File: src/rtl/axis_packet_dropper.sv
// Packet-wise AXI-Stream forwarder/sink: every input packet consumes one command that
// either forwards it unchanged or drains it, with saturating pass/drop statistics.
module axis_packet_dropper #(
    parameter int AXIS_BYTES     = 1,
    parameter int AXIS_USER_BITS = 1,
    parameter int COUNT_BITS     = 16
) (
    input  logic                        clk,
    input  logic                        sresetn,
    input  logic                        c_valid,
    output logic                        c_ready,
    input  logic                        c_drop,
    output logic                        axis_i_tready,
    input  logic                        axis_i_tvalid,
    input  logic                        axis_i_tlast,
    input  logic [AXIS_BYTES*8-1:0]     axis_i_tdata,
    input  logic [AXIS_USER_BITS-1:0]   axis_i_tuser,
    input  logic                        axis_o_tready,
    output logic                        axis_o_tvalid,
    output logic                        axis_o_tlast,
    output logic [AXIS_BYTES*8-1:0]     axis_o_tdata,
    output logic [AXIS_USER_BITS-1:0]   axis_o_tuser,
    output logic [COUNT_BITS-1:0]       stat_passed,
    output logic [COUNT_BITS-1:0]       stat_dropped
);

    // Handshakes: a transfer (command or beat) happens on a rising edge where valid and
    // ready are both high; the sender holds valid and payload stable until that edge.
    typedef enum logic [1:0] {
        SM_IDLE,
        SM_PASS,
        SM_DROP
    } state_t;

    state_t state;
    state_t state_next;
    logic   pass_done;
    logic   drop_done;

    always_comb begin
        state_next    = state;
        c_ready       = 1'b0;
        axis_i_tready = 1'b0;
        axis_o_tvalid = 1'b0;
        pass_done     = 1'b0;
        drop_done     = 1'b0;
        case (state)
            SM_IDLE: begin
                c_ready = 1'b1;
                if (c_valid) begin
                    state_next = c_drop ? SM_DROP : SM_PASS;
                end
            end
            SM_PASS: begin
                axis_i_tready = axis_o_tready;
                axis_o_tvalid = axis_i_tvalid;
                if (axis_i_tvalid && axis_o_tready && axis_i_tlast) begin
                    pass_done  = 1'b1;
                    state_next = SM_IDLE;
                end
            end
            SM_DROP: begin
                // Draining never backpressures, so every valid beat is a transfer.
                axis_i_tready = 1'b1;
                if (axis_i_tvalid && axis_i_tlast) begin
                    drop_done  = 1'b1;
                    state_next = SM_IDLE;
                end
            end
            default: state_next = SM_IDLE;
        endcase
    end

    assign axis_o_tlast = axis_i_tlast;
    assign axis_o_tdata = axis_i_tdata;
    assign axis_o_tuser = axis_i_tuser;

    always_ff @(posedge clk) begin
        if (!sresetn) begin
            state        <= SM_IDLE;
            stat_passed  <= '0;
            stat_dropped <= '0;
        end else begin
            state <= state_next;
            if (pass_done && (stat_passed != {COUNT_BITS{1'b1}})) begin
                stat_passed <= stat_passed + 1'b1;
            end
            if (drop_done && (stat_dropped != {COUNT_BITS{1'b1}})) begin
                stat_dropped <= stat_dropped + 1'b1;
            end
        end
    end

endmodule

File: config.mk
export PLATFORM = sky130hd
export DESIGN_NAME = axis_packet_dropper
export DESIGN_NICKNAME = d
export VERILOG_FILES = /design/src/rtl/axis_packet_dropper.sv
export SDC_FILE = /design/constraint.sdc
export NUM_CORES = 1
export LEC_CHECK = 0
export BUFFER_PORTS_ARGS = -buffer_cell sky130_fd_sc_hd__buf_2
export CELL_PAD_IN_SITES_DETAIL_PLACEMENT = 1
export CELL_PAD_IN_SITES_GLOBAL_PLACEMENT = 1
export CORE_UTILIZATION = 35
export CTS_CLUSTER_SIZE = 30
export DETAILED_ROUTE_END_ITERATION = 10
export GPL_ROUTABILITY_DRIVEN = 0
export PLACE_DENSITY_LB_ADDON = 0.1
export SYNTH_ARGS = -nofsm -noshare
export SYNTH_HDL_FRONTEND = slang
export SYNTH_SLANG_ARGS = --single-unit
File: constraint.sdc
create_clock -name clk -period 4.75 [get_ports clk]
set_input_delay 0 -clock clk [delete_from_list [all_inputs] [get_ports clk]]
set_output_delay 0 -clock clk [all_outputs]
set_load 0.005 [all_outputs]
## After elaboration in Yosys (flattened, before gate mapping)

Cells that the tools add are included.

| word-level totals | value |
|---|---|
| register bits after elaboration | 34 |
| bits of input ports | 16 |
| output and inout port bits | 45 |
| logic and storage cells | 31 |

| operators by class | value |
|---|---|
| add/subtract/negate cells | 2 |
| eq/ne operators | 7 |
| mux-type cells | 12 |
| reductions and logical operators | 7 |

Operators with widths:

| kind | number |
|---|---|
| adder 16 x 1 -> 16 bit (second input constant) | 2 |
| != test 16 bit (second input constant) | 2 |
| two-way mux 2 bit | 4 |
| two-way mux 1 bit | 6 |
| != test 2 bit (second input constant) | 3 |
| case mux 2 bit (3 select lines) | 1 |
| logical AND 1 bit | 5 |
| AND reduction 3 bit | 1 |
| equality test 2 x 1 -> 1 bit (second input constant) | 1 |
| equality test 2 bit (second input constant) | 1 |
| zero test 2 bit | 1 |
| case mux 1 bit (2 select lines) | 1 |

## Longest topological paths before layout

Gate-level depths: netlist of the first run.

| depth | value |
|---|---|
| word-level depth | 5 |
| mapped depth | 8 |
| mapped depth without buffers | 6 |

## Worst setup path before layout of the first run

Ideal clock, no wire load.

| timing | value |
|---|---|
| kind | register to register |
| start | register stat_dropped[0] |
| end | register stat_dropped[0] |
| library setup time | 0.128 ns |
| data arrival time | 1.669 ns |
| data required time | 4.622 ns |
| slack | 2.953 ns |
| cell stages (with the launch flop) | 7 |
| path buffers | 1 |
| period minus slack after synthesis | 1.797 ns |
| cells stage by stage | dfxtp_1 > ha_1 > nand4_1 > o41ai_4 > buf_6 > xor2_1 > nor2_1 |

| between the ends | value |
|---|---|
| word-level cells in the longest chain between the ends | 2 |
| elaborated cells between the ends (all ways) | 3 |
| classes of those cells | add/sub (1); eq/ne (1); reduce/logical (1) |

Ends and longest elaborated chain:

| element | RTL line | text |
|---|---|---|
| start, declared | 24 | `output logic [COUNT_BITS-1:0] stat_dropped` |
| start signal, assigned | 89 | `stat_dropped <= stat_dropped + 1'b1;` |
| parallel branches: the longest is 2 deep, another holds adder 16 x 1 -> 16 bit | -- |  |

Several ways; the timed one is not identified.
A chain may end at the register's enable or synchronous reset.

## Worst setup path in the final report of the first run

| timing | value |
|---|---|
| start | register stat_dropped[0] |
| end | register stat_dropped[3] |

The elaborated chain is that of the path after synthesis.

==> flow_summary_export.csv, run 1 <==
group,metric,value,unit
sta,slew_headroom,31.8,%
worst_setup_path,crit_slowest_cell,"o41ai_4",
route,drt_iter0_markers,63,
cts,root_buffer,"clkbuf_8",
route,ant_nets,0,
placement,dpl.hpwl,3.37,mm
power,vdd_drop_max,0.134,mV
yosys,yosys.area_share.simple,31.6,%
yosys,syn_nets,246,
cts,cts.sinks,34,
yosys,synthXorXnorAreaFrac,0.913,%
worst_setup_path,reg2reg_slack,2.60,ns
worst_setup_path,worstSetupPathType,"reg -> reg",
yosys,yosysUniqueCellTypes,47,
yosys,synth-adder-area-share,3.26,%
worst_setup_path,timing.rr.end,"stat_dropped[3]",
cts,worstSkewPairLatency,0.30,ns
placement,port_buffers,42,
sta,fin_skew,0.0115,ns
die,dieArea,5780,um2
worst_setup_path,reg2reg_depth,5,
grt,first_global_vias,1716,
layout,area_delta_synth_final,15.5,%
sta,holdWs,0.00000196,ns
worst_hold_path,whs_endpoint,"axis_o_tdata[5]",
yosys,synth_enable_flop_cells,0,
yosys,ys_seq_area_share,35.5,%
worst_hold_path,min_path_type,"in -> out",
sta,min_period_over_period,45.3,%
sta,finalHoldViolCount,0,
grt,grt_max_degree,28,
worst_setup_path,worstPathRequired,4.90,ns
yosys,synth_mux_area_share,3.13,%
die,die_h,76.0,um
die,core,5200,um2
route,drtPass1Iterations,4,
cts,clockBufferDepth,2,
yosys,netlist_area,1920,um2
cts,cts_tree,"done",
worst_setup_path,r2r-start,"stat_dropped[0]",
sta,rsz0062_at_grt,"false",
yosys,ys.flop_type,"dfxtp_1",
layout,drive_above_1_share,23.3,%
die,initial_utilization,36.9,%
yosys,synthCells,225,
sta,fin_crit,2.15,ns
yosys,synth_compound_area_share,18.7,%
grt,antenna_found_initial,0,
worst_setup_path,worst-path-buf-inv,0,
worst_setup_path,crit_chain,"ha_1, nand4_1, o41ai_4, or3_1, a21oi_1",
worst_setup_path,cp.arrival,2.30,ns
grt,grt.total_usage,17.3,%
worst_setup_path,end_kind,"flip-flop",
power,total_leakage_power,0.830,nW
yosys,synth-async-reset-ratio,0,%
layout,nets,278,
route,viasPerCell,5.60,
worst_hold_path,holdPathStages,0,
sta,setup_tns,0,ns
route,totalWireLength,4.78,mm
cts,cts-htree-levels,2,
yosys,synth_top_family_by_area,"simple AND/OR/NAND/NOR gates",
worst_hold_path,hold_path_startpoint,"axis_i_tdata[5]",
worst_setup_path,max_stage_delay,0.88,ns
sta,max_freq,465,MHz
yosys,ys_ff_latch,34,
grt,grt_pass1_wl,8.15,mm
flow_run,cap_violations,0,
yosys,avgSynthCellArea,8.52,um2
layout,antenna_cells,0,
worst_setup_path,cp-start-kind,"flip-flop",
route,wire_per_inst,14.6,um
power,p_per_area,266,nW/um2
sta,setup_violations,0,
die,core.rowCount,26,
die,dieWidth,76.0,um
grt,gr-total-overflow,0,
worst_setup_path,path_delay_family,"compound AO/OA/AOI/OAI gates",
worst_setup_path,path_max_fanout,19,
outcome,status,"completed",
route,vias,1837,
sta,worst_pin_slew,1.02,ns
cts,cts_buffers,5,
sta,slew_violations,0,
cts,clk_pin_slew,0.06,ns
die,io_pins,61,
yosys,synth.yosys.warnings,0,
route,route.detailed.drc,0,
[cell usage after synthesis (2+ instances only)]
master / count / area [um2]
nand4_2: 2 / 25.0
dfxtp_1: 34 / 681
o31ai_1: 8 / 60.1
a21oi_1: 22 / 110
or4_1: 10 / 75.1
or3_1: 7 / 43.8
o21ai_0: 13 / 65.1
nand2_1: 18 / 67.6
nand2b_1: 5 / 31.3
and4_1: 2 / 17.5
mux2i_1: 6 / 60.1
nor4_1: 4 / 25.0
buf_2: 2 / 10.0
inv_1: 3 / 11.3
buf_4: 11 / 82.6
ha_1: 5 / 62.6
clkbuf_1: 4 / 15.0
nand3_1: 15 / 75.1
o21ai_1: 3 / 15.0
o41ai_1: 2 / 17.5
and3_1: 4 / 25.0
xor2_1: 2 / 17.5
nand4_1: 12 / 75.1
or3_2: 2 / 15.0
nor2b_1: 2 / 12.5
nor3_1: 3 / 15.0
nor2_1: 4 / 15.0
[through the flow]
stage	utilization, %	cells	cell area [um2]	power [mW]	setup WS (ns)
6_report	42.6	328	2220	0.589	2.60
3_3_place_gp	40.3	319	2100	0.325	2.65
5_1_grt	42.6	328	2220	0.618	2.30
3_5_place_dp	40.3	319	2100	0.326	2.60
4_1_cts	42.6	328	2220	0.599	2.60
2_1_floorplan	-	225	1920	0.320	2.95
[registers in the layout, indices dropped and copies added, names as in the netlist]
signal,flops
stat_dropped,16
stat_passed,16
state,2
[worst max path at each step]
stage / cells past startpoint / slack, ns / endpoint / startpoint
after floorplan: 6 / 2.95 / stat_dropped[0] / stat_dropped[0]
after global placement: 5 / 2.65 / stat_dropped[11] / stat_dropped[0]
after detailed placement: 5 / 2.60 / stat_dropped[6] / stat_dropped[0]
after CTS: 5 / 2.60 / stat_dropped[11] / stat_dropped[0]
after global routing: 5 / 2.30 / stat_dropped[2] / stat_dropped[1]
final: 5 / 2.60 / stat_dropped[3] / stat_dropped[0]
[power by group]
part / switching (mW) / internal, mW / leakage, nW
sequential: 0.00132 / 0.286 / 0.274
clock: 0.115 / 0.155 / 0.0579
combinational: 0.0194 / 0.0119 / 0.498
[cells in the final DEF (no fill, tap or decap), drive strengths merged, types with 2 or more instances in the layout]
| cell type | Yosys | routed |
|---|---|---|
| or3 | 9 | 9 |
| o41ai | 3 | 3 |
| buf | 14 | 42 |
| clkinv | 1 | 3 |
| o31ai | 8 | 8 |
| xor2 | 2 | 2 |
| and3 | 5 | 5 |
| nand4 | 15 | 15 |
| a21oi | 22 | 22 |
| nor4 | 5 | 5 |
| clkbuf | 4 | 5 |
| ha | 5 | 5 |
| nor2b | 2 | 2 |
| o21ai | 16 | 16 |
| and4 | 3 | 3 |
| nand3 | 15 | 15 |
| nand2 | 18 | 18 |
| nor3 | 3 | 3 |
| nor2 | 4 | 4 |
| or4 | 10 | 10 |
| nand2b | 5 | 5 |
| inv | 3 | 3 |
| or2 | 2 | 2 |
| mux2i | 6 | 6 |
| dfxtp | 34 | 34 |
[layer usage]
layer	GRT usage, %	vias to the layer above	part of all wire (%)
li1	-	913	-
met1	21.4	879	48
met2	28.5	31	46
met3	4.07	14	3.9
met4	8.27	0	1.8
met5	0	-	0
[cell families (layout without fill, tap and decap cells)]
group / count (synthesis) / after routing
flip-flops: 34 / 34
AO/OA/AOI/OAI: 57 / 57
multiplexers: 6 / 6
AND/OR/NAND/NOR: 99 / 99
buffers and inverters: 22 / 55
adder cells (fa/ha/maj): 5 / 5
XOR/XNOR: 2 / 2
[cell type report]
class,instances,area (um2)
sequential,34,681
timing repair buffer,43,220
multi-input combinational,169,1100
clock buffer,5,68.8
tap,70,87.6
fill,664,2990
inverter,4,15.0
clock inverter,3,40.0
[what timing repair did]
action,CTS,global route
endpoints found under the hold margin,2,0
hold buffers,1,0
setup buffers,0,0
resized for setup,0,0
Power figures use the tool's default switching activity.
==> run 2, diff against run 1 <==
--- a/config.mk
+++ b/config.mk
@@ -5,10 +5,11 @@
 export SDC_FILE = /design/constraint.sdc
 export NUM_CORES = 1
 export LEC_CHECK = 0
+export ABC_AREA = 1
 export BUFFER_PORTS_ARGS = -buffer_cell sky130_fd_sc_hd__buf_2
 export CELL_PAD_IN_SITES_DETAIL_PLACEMENT = 1
 export CELL_PAD_IN_SITES_GLOBAL_PLACEMENT = 1
-export CORE_UTILIZATION = 35
+export CORE_UTILIZATION = 32
 export CTS_CLUSTER_SIZE = 30
 export DETAILED_ROUTE_END_ITERATION = 10
 export GPL_ROUTABILITY_DRIVEN = 0
==> constraint.sdc (replaced) <==
create_clock -name clk -period 1.9 [get_ports clk]
set_input_delay 0 -clock clk [delete_from_list [all_inputs] [get_ports clk]]
set_output_delay 0 -clock clk [all_outputs]
set_load 0.005 [all_outputs]
==> run 2 against run 1 <==
Effect of this change:
- the flow now finishes with violations (design-rule violations)
- synthesized area increased by 13%
- critical path depth increased by 3
- routed wire length increased by 22%
- die area increased by 23%
- first-iteration DRC count increased by 22%
- synthesized cell count increased by 49%
- clock power increased to 2.5 times the previous value
- setup slack got worse by 2.4 ns
- critical path type unchanged
- highest routed layer unchanged
==> flow_summary_export.csv, run 2 <==
group,metric,value,unit
outcome,status,"finished, violations left",
outcome,violations,"design-rule violations",
grt,gr-total-overflow,0,
worst_hold_path,min_path_type,"in -> out",
sta,finalHoldViolCount,0,
cts,cts_buffers,5,
worst_hold_path,whs_endpoint,"axis_o_tdata[6]",
die,die_h,84.4,um
grt,grt.total_usage,17.2,%
placement,dpl.hpwl,4.41,mm
yosys,synth.top_cell.area_share,31.4,%
grt,grt_pass1_wl,9.83,mm
worst_setup_path,cp.arrival,1.89,ns
layout,fillers,899,
worst_setup_path,crit_top_cell,"nand2_1",
grt,first_global_vias,2068,
cts,cts-htree-levels,2,
sta,setup_violations,0,
worst_setup_path,crit_chain,"ha_1, inv_1, nor2_4, nand2_1, nor2_2, nand2_1, a21oi_1, nor2_1",
worst_setup_path,worst-path-stages,8,
cts,cts.sinks,34,
worst_hold_path,hold_path_startpoint,"axis_i_tdata[6]",
die,io_pins,61,
sta,rsz0062_at_grt,"false",
worst_setup_path,timing.rr.end,"stat_passed[3]",
placement,port_buffers,42,
worst_setup_path,cp-start-kind,"flip-flop",
sta,fin_crit,1.69,ns
yosys,netlist_area,2170,um2
power,vdd_drop_max,0.333,mV
sta,setup_tns,0,ns
yosys,synthTopCellsByCount,"74 x nor2_1, 70 x nand2_1, 38 x nand3_1",
worst_setup_path,worstSetupPathType,"reg -> reg",
route,route.detailed.drc,6,
grt,antenna_found_initial,0,
worst_setup_path,reg2reg_slack,0.21,ns
placement,placed_area,2350,um2
die,core,6460,um2
power,p_per_area,699,nW/um2
power,total_leakage_power,1.07,nW
yosys,avgSynthCellArea,6.48,um2
die,core.rowCount,29,
placement,post-place-ws,0.197,ns
die,initial_utilization,33.6,%
sta,fin_skew,0.00556,ns
route,totalWireLength,5.85,mm
yosys,synthCells,335,
sta,min_period_over_period,89.1,%
layout,final_cell_mix,"74 x nor2_1, 70 x nand2_1, 42 x buf_2",
die,dieArea,7120,um2
route,wire_per_inst,13.1,um
route,drtPass1Iterations,10,
grt,grt_max_degree,35,
yosys,synth-async-reset-ratio,0,%
yosys,ys_top_cells_by_area,"dfxtp_1 31%, nor2_1 13%, nand2_1 12%, nand3_1 8.8%, a21oi_1 5.8%",
route,ant_nets,0,
worst_setup_path,crit_slowest_cell,"dfxtp_1",
worst_hold_path,holdPathStages,0,
sta,slew_headroom,55.3,%
sta,holdWs,0.00000202,ns
worst_setup_path,r2r-start,"stat_passed[0]",
yosys,yosysMostFrequentCell,"nor2_1",
flow_run,cap_violations,0,
worst_setup_path,path_delay_family,"simple AND/OR/NAND/NOR gates",
yosys,synth.yosys.warnings,0,
cts,worstSkewPairLatency,0.29,ns
worst_setup_path,path_max_fanout,11,
cts,clockBufferDepth,2,
layout,area_delta_synth_final,13.5,%
yosys,yosysUniqueCellTypes,25,
layout,final_common_cell,"nor2_1",
sta,fin_ws,0.206,ns
worst_setup_path,worstPathRequired,2.09,ns
cts,root_buffer,"clkbuf_8",
sta,worst_pin_slew,0.670,ns
cts,clk_pin_slew,0.08,ns
sta,slew_violations,0,
worst_setup_path,worst-path-buf-inv,1,
die,dieWidth,84.4,um
worst_setup_path,reg2reg_depth,8,
layout,antenna_cells,0,
yosys,synth_top_area_cell,"dfxtp_1",
yosys,ys.flop_type,"dfxtp_1",
cts,cts_tree,"done",
yosys,ys_ff_latch,34,
sta,max_freq,590,MHz
worst_setup_path,end_kind,"flip-flop",
cts,postCtsSetupBuffers,0,
route,drt_iter0_markers,77,
layout,final_area,2460,um2
route,viasPerCell,4.91,
layout,nets,390,
layout,drive_above_1_share,20.0,%
yosys,syn_nets,356,
layout,top_regs,"stat_dropped: 16 flops, stat_passed: 16 flops, state: 2 flops",
yosys,synth_enable_flop_cells,0,
route,vias,2194,
yosys,ys_seq_area_share,31.4,%
worst_setup_path,max_stage_delay,0.41,ns
## run 2: how the worst max path moves through the flow
stage / startpoint / endpoint / slack (ns)
after global routing: state[0] / stat_dropped[6] / 0.05
after CTS: stat_passed[0] / stat_passed[3] / 0.18
final: stat_passed[0] / stat_passed[3] / 0.21
after floorplan: stat_passed[0] / stat_passed[10] / 0.50
after global placement: stat_passed[0] / stat_passed[1] / 0.22
after detailed placement: stat_passed[0] / stat_passed[3] / 0.20
## run 2: metrics by stage
step / total power, mW / instances / util, %
after floorplan: 0.983 / 335 / -
after global placement: 1.05 / 438 / 36.3
after detailed placement: 1.06 / 438 / 36.3
after CTS: 1.75 / 447 / 38.2
after global routing: 1.81 / 447 / 38.2
final: 1.72 / 447 / 38.2
## run 2: kinds of logic (layout without fill, tap and decap cells)
kind of cell	Yosys count	in the layout	share of synthesized area, %
simple gates	214	214	45.6
buf+inv	49	84	12.1
flops	34	34	31.4
compound gates	33	33	8.01
fa+ha+maj	5	5	2.88
## run 2: per-layer routing
metal,share of wire [%],global-route usage [%]
met5,0,0
met4,0.99,5.55
met3,4.7,3.74
met2,41,26.2
met1,53,24.0
## run 2: layout make-up
cell class / count / area, um2 / share of cell area [%]
flip-flops and latches: 34 / 681 / 27.6
inverters: 31 / 116 / 4.72
multi-input cells: 252 / 1230 / 49.8
clock inverters: 3 / 40.0 / 1.62
clock buffers: 5 / 68.8 / 2.79
repair buffers: 45 / 235 / 9.54
well taps: 77 / 96.3 / 3.91
## run 2: repair_timing
action / 4_1_cts / 5_1_grt
resized for setup: 0 / 0
hold endpoints to repair: 1 / 0
hold buffers: 1 / 0
## run 2: power by group
group	total, mW	leakage, nW	internal (mW)	switching [mW]
logic	0.280	0.734	0.112	0.168
registers	0.757	0.274	0.736	0.0210
clock network	0.686	0.0579	0.387	0.300
==> run 3, diff against run 2 <==
--- a/config.mk
+++ b/config.mk
@@ -9,7 +9,8 @@
 export BUFFER_PORTS_ARGS = -buffer_cell sky130_fd_sc_hd__buf_2
 export CELL_PAD_IN_SITES_DETAIL_PLACEMENT = 1
 export CELL_PAD_IN_SITES_GLOBAL_PLACEMENT = 1
-export CORE_UTILIZATION = 32
+export CORE_UTILIZATION = 38
+export CTS_CLUSTER_DIAMETER = 120
 export CTS_CLUSTER_SIZE = 30
 export DETAILED_ROUTE_END_ITERATION = 10
 export GPL_ROUTABILITY_DRIVEN = 0
==> constraint.sdc (replaced) <==
create_clock -name clk -period 2.2 [get_ports clk]
set_input_delay 0 -clock clk [delete_from_list [all_inputs] [get_ports clk]]
set_output_delay 0 -clock clk [all_outputs]
set_load 0.005 [all_outputs]
==> run 3 against run 2 <==
Effect of this change:
- the run now ends clean
- flip-flop and latch count unchanged
- largest cell class unchanged
- global-route usage increased by 2.7 points
- via count fell by 1.1%
- register-to-register slack better by 0.28 ns
- non-clock buffer count down 1
- clock-buffer cell count is the same
- die area shrank 15%
- setup slack improved by 0.28 ns
- critical path type unchanged
- sequential share of layout area rose by 0.50 points
- first-iteration DRC count is 35% higher
- highest routed layer unchanged
==> flow_summary_export.csv, run 3 (synthesized netlist as in run 2, its figures left out) <==
group,metric,value,unit
sta,fin_crit,1.71,ns
sta,slew_headroom,55.7,%
worst_setup_path,crit_top_cell,"nand2_1",
sta,setup_violations,0,
route,route.detailed.drc,0,
placement,dpl.hpwl,4.15,mm
layout,top_regs,"stat_dropped: 16 flops, stat_passed: 16 flops, state: 2 flops",
sta,worst_pin_slew,0.664,ns
sta,fin_skew,0.00770,ns
placement,placed_area,2330,um2
route,totalWireLength,5.64,mm
cts,worstSkewPairLatency,0.30,ns
route,vias,2169,
cts,clockBufferDepth,2,
layout,final_cell_mix,"74 x nor2_1, 70 x nand2_1, 42 x buf_2",
grt,grt.total_usage,19.8,%
worst_setup_path,r2r-start,"stat_passed[0]",
grt,antenna_found_initial,0,
worst_setup_path,cp-start-kind,"flip-flop",
layout,final_util,44.0,%
cts,cts_tree,"done",
layout,antenna_cells,0,
outcome,status,"completed",
layout,nets,389,
layout,fillers,771,
layout,area_delta_synth_final,11.5,%
grt,first_global_vias,1986,
sta,rsz0062_at_grt,"false",
worst_hold_path,min_path_type,"in -> out",
sta,setup_tns,0,ns
worst_hold_path,hold_path_startpoint,"axis_i_tdata[1]",
worst_setup_path,cp.arrival,1.90,ns
grt,grt_max_degree,35,
route,wire_per_inst,12.8,um
sta,slew_violations,0,
sta,finalHoldViolCount,0,
cts,clk_pin_slew,0.07,ns
worst_hold_path,holdPathStages,0,
cts,cts_buffers,5,
power,p_per_area,560,nW/um2
worst_setup_path,max_stage_delay,0.42,ns
route,drtPass1Iterations,4,
worst_setup_path,crit_slowest_cell,"dfxtp_1",
layout,stdcell_count,440,
die,initial_utilization,39.4,%
cts,cts-htree-levels,2,
cts,ctsResizeCount,0,
worst_setup_path,crit_chain,"ha_1, inv_1, nor2_4, nand2_1, nor2_2, nand2_1, a21oi_1, nor2_1",
die,dieWidth,77.6,um
grt,gr-total-overflow,0,
die,core,5510,um2
worst_setup_path,path_max_fanout,11,
grt,grt_pass1_wl,9.48,mm
worst_setup_path,end_kind,"flip-flop",
layout,final_common_cell,"nor2_1",
route,viasPerCell,4.93,
worst_hold_path,whs_endpoint,"axis_o_tdata[1]",
power,vdd_drop_max,0.266,mV
sta,max_freq,583,MHz
cts,cts.sinks,34,
die,io_pins,61,
cts,root_buffer,"clkbuf_8",
sta,min_period_over_period,77.9,%
power,total_leakage_power,1.05,nW
worst_setup_path,worstSetupPathType,"reg -> reg",
die,core.rowCount,27,
die,dieArea,6020,um2
worst_setup_path,reg2reg_slack,0.49,ns
flow_run,cap_violations,0,
layout,drive_above_1_share,19.6,%
worst_setup_path,timing.rr.end,"stat_passed[11]",
die,die_h,77.6,um
worst_setup_path,worst-path-buf-inv,1,
placement,place_inst,432,
worst_setup_path,worstPathRequired,2.39,ns
layout,final_area,2420,um2
route,drt_iter0_markers,104,
route,ant_nets,0,
placement,port_buffers,42,
worst_setup_path,reg2reg_depth,8,
worst_setup_path,path_delay_family,"simple AND/OR/NAND/NOR gates",
run 3: report_power, final:
part | internal (mW) | switching [mW] | total, mW
Combinational | 0.0969 | 0.141 | 0.238
Sequential | 0.636 | 0.0191 | 0.655
Clock | 0.213 | 0.250 | 0.463
Total | 0.945 | 0.410 | 1.36
run 3: cell type report:
type / instances / area [um2] / share of cell area [%]
Timing Repair Buffer: 44 / 228 / 9.41
Clock buffer: 5 / 68.8 / 2.84
Inverter: 31 / 116 / 4.81
Sequential cell: 34 / 681 / 28.1
Tap cell: 72 / 90.1 / 3.72
Clock inverter: 2 / 10.0 / 0.413
Multi-Input combinational cell: 252 / 1230 / 50.7
run 3: what timing repair did:
item,4_1_cts,5_1_grt
buffers inserted,0,0
hold buffers,1,0
setup endpoints to repair,0,0
hold endpoints to repair,2,0
run 3: worst max path at each step:
stage | startpoint | end | slack [ns] | cells past startpoint
floorplan | stat_passed[0] | stat_passed[10] | 0.80 | 9
global placement | stat_passed[0] | stat_passed[1] | 0.54 | 9
detailed placement | stat_passed[0] | stat_passed[1] | 0.51 | 9
CTS | stat_passed[0] | stat_passed[1] | 0.48 | 9
global route | stat_passed[0] | stat_passed[11] | 0.21 | 8
finish | stat_passed[0] | stat_passed[11] | 0.49 | 8
run 3: metrics by stage:
step                      worst slack (ns)  hold slack [ns]  total power [mW]
final                                0.485       0.00000227              1.36
after global routing                 0.214       0.00000816              1.44
after CTS                            0.484        0.0000601              1.38
after detailed placement             0.513        0.0000601             0.907
after global placement               0.538        0.0000601             0.901
after floorplan                      0.797           0.0803             0.849
run 3: per-layer routing:
layer | wire, um | track usage [%] | part of all wire (%) | up-vias
met2 | 2250 | 28.9 | 40 | 43
met4 | 78 | 7.36 | 1.4 | 0
met5 | 0 | 0 | 0 | -
met1 | 3050 | 28.1 | 54 | 998
met3 | 255 | 4.47 | 4.5 | 8
li1 | - | - | - | 1120
run 3: worst register-to-register path, delay by kind of cell (launching register included):
family / cells / cell delay [ns]
fa+ha+maj: 1 / 0.18
flops: 1 / 0.42
simple gates: 5 / 0.71
compound gates: 1 / 0.23
buf+inv: 1 / 0.08
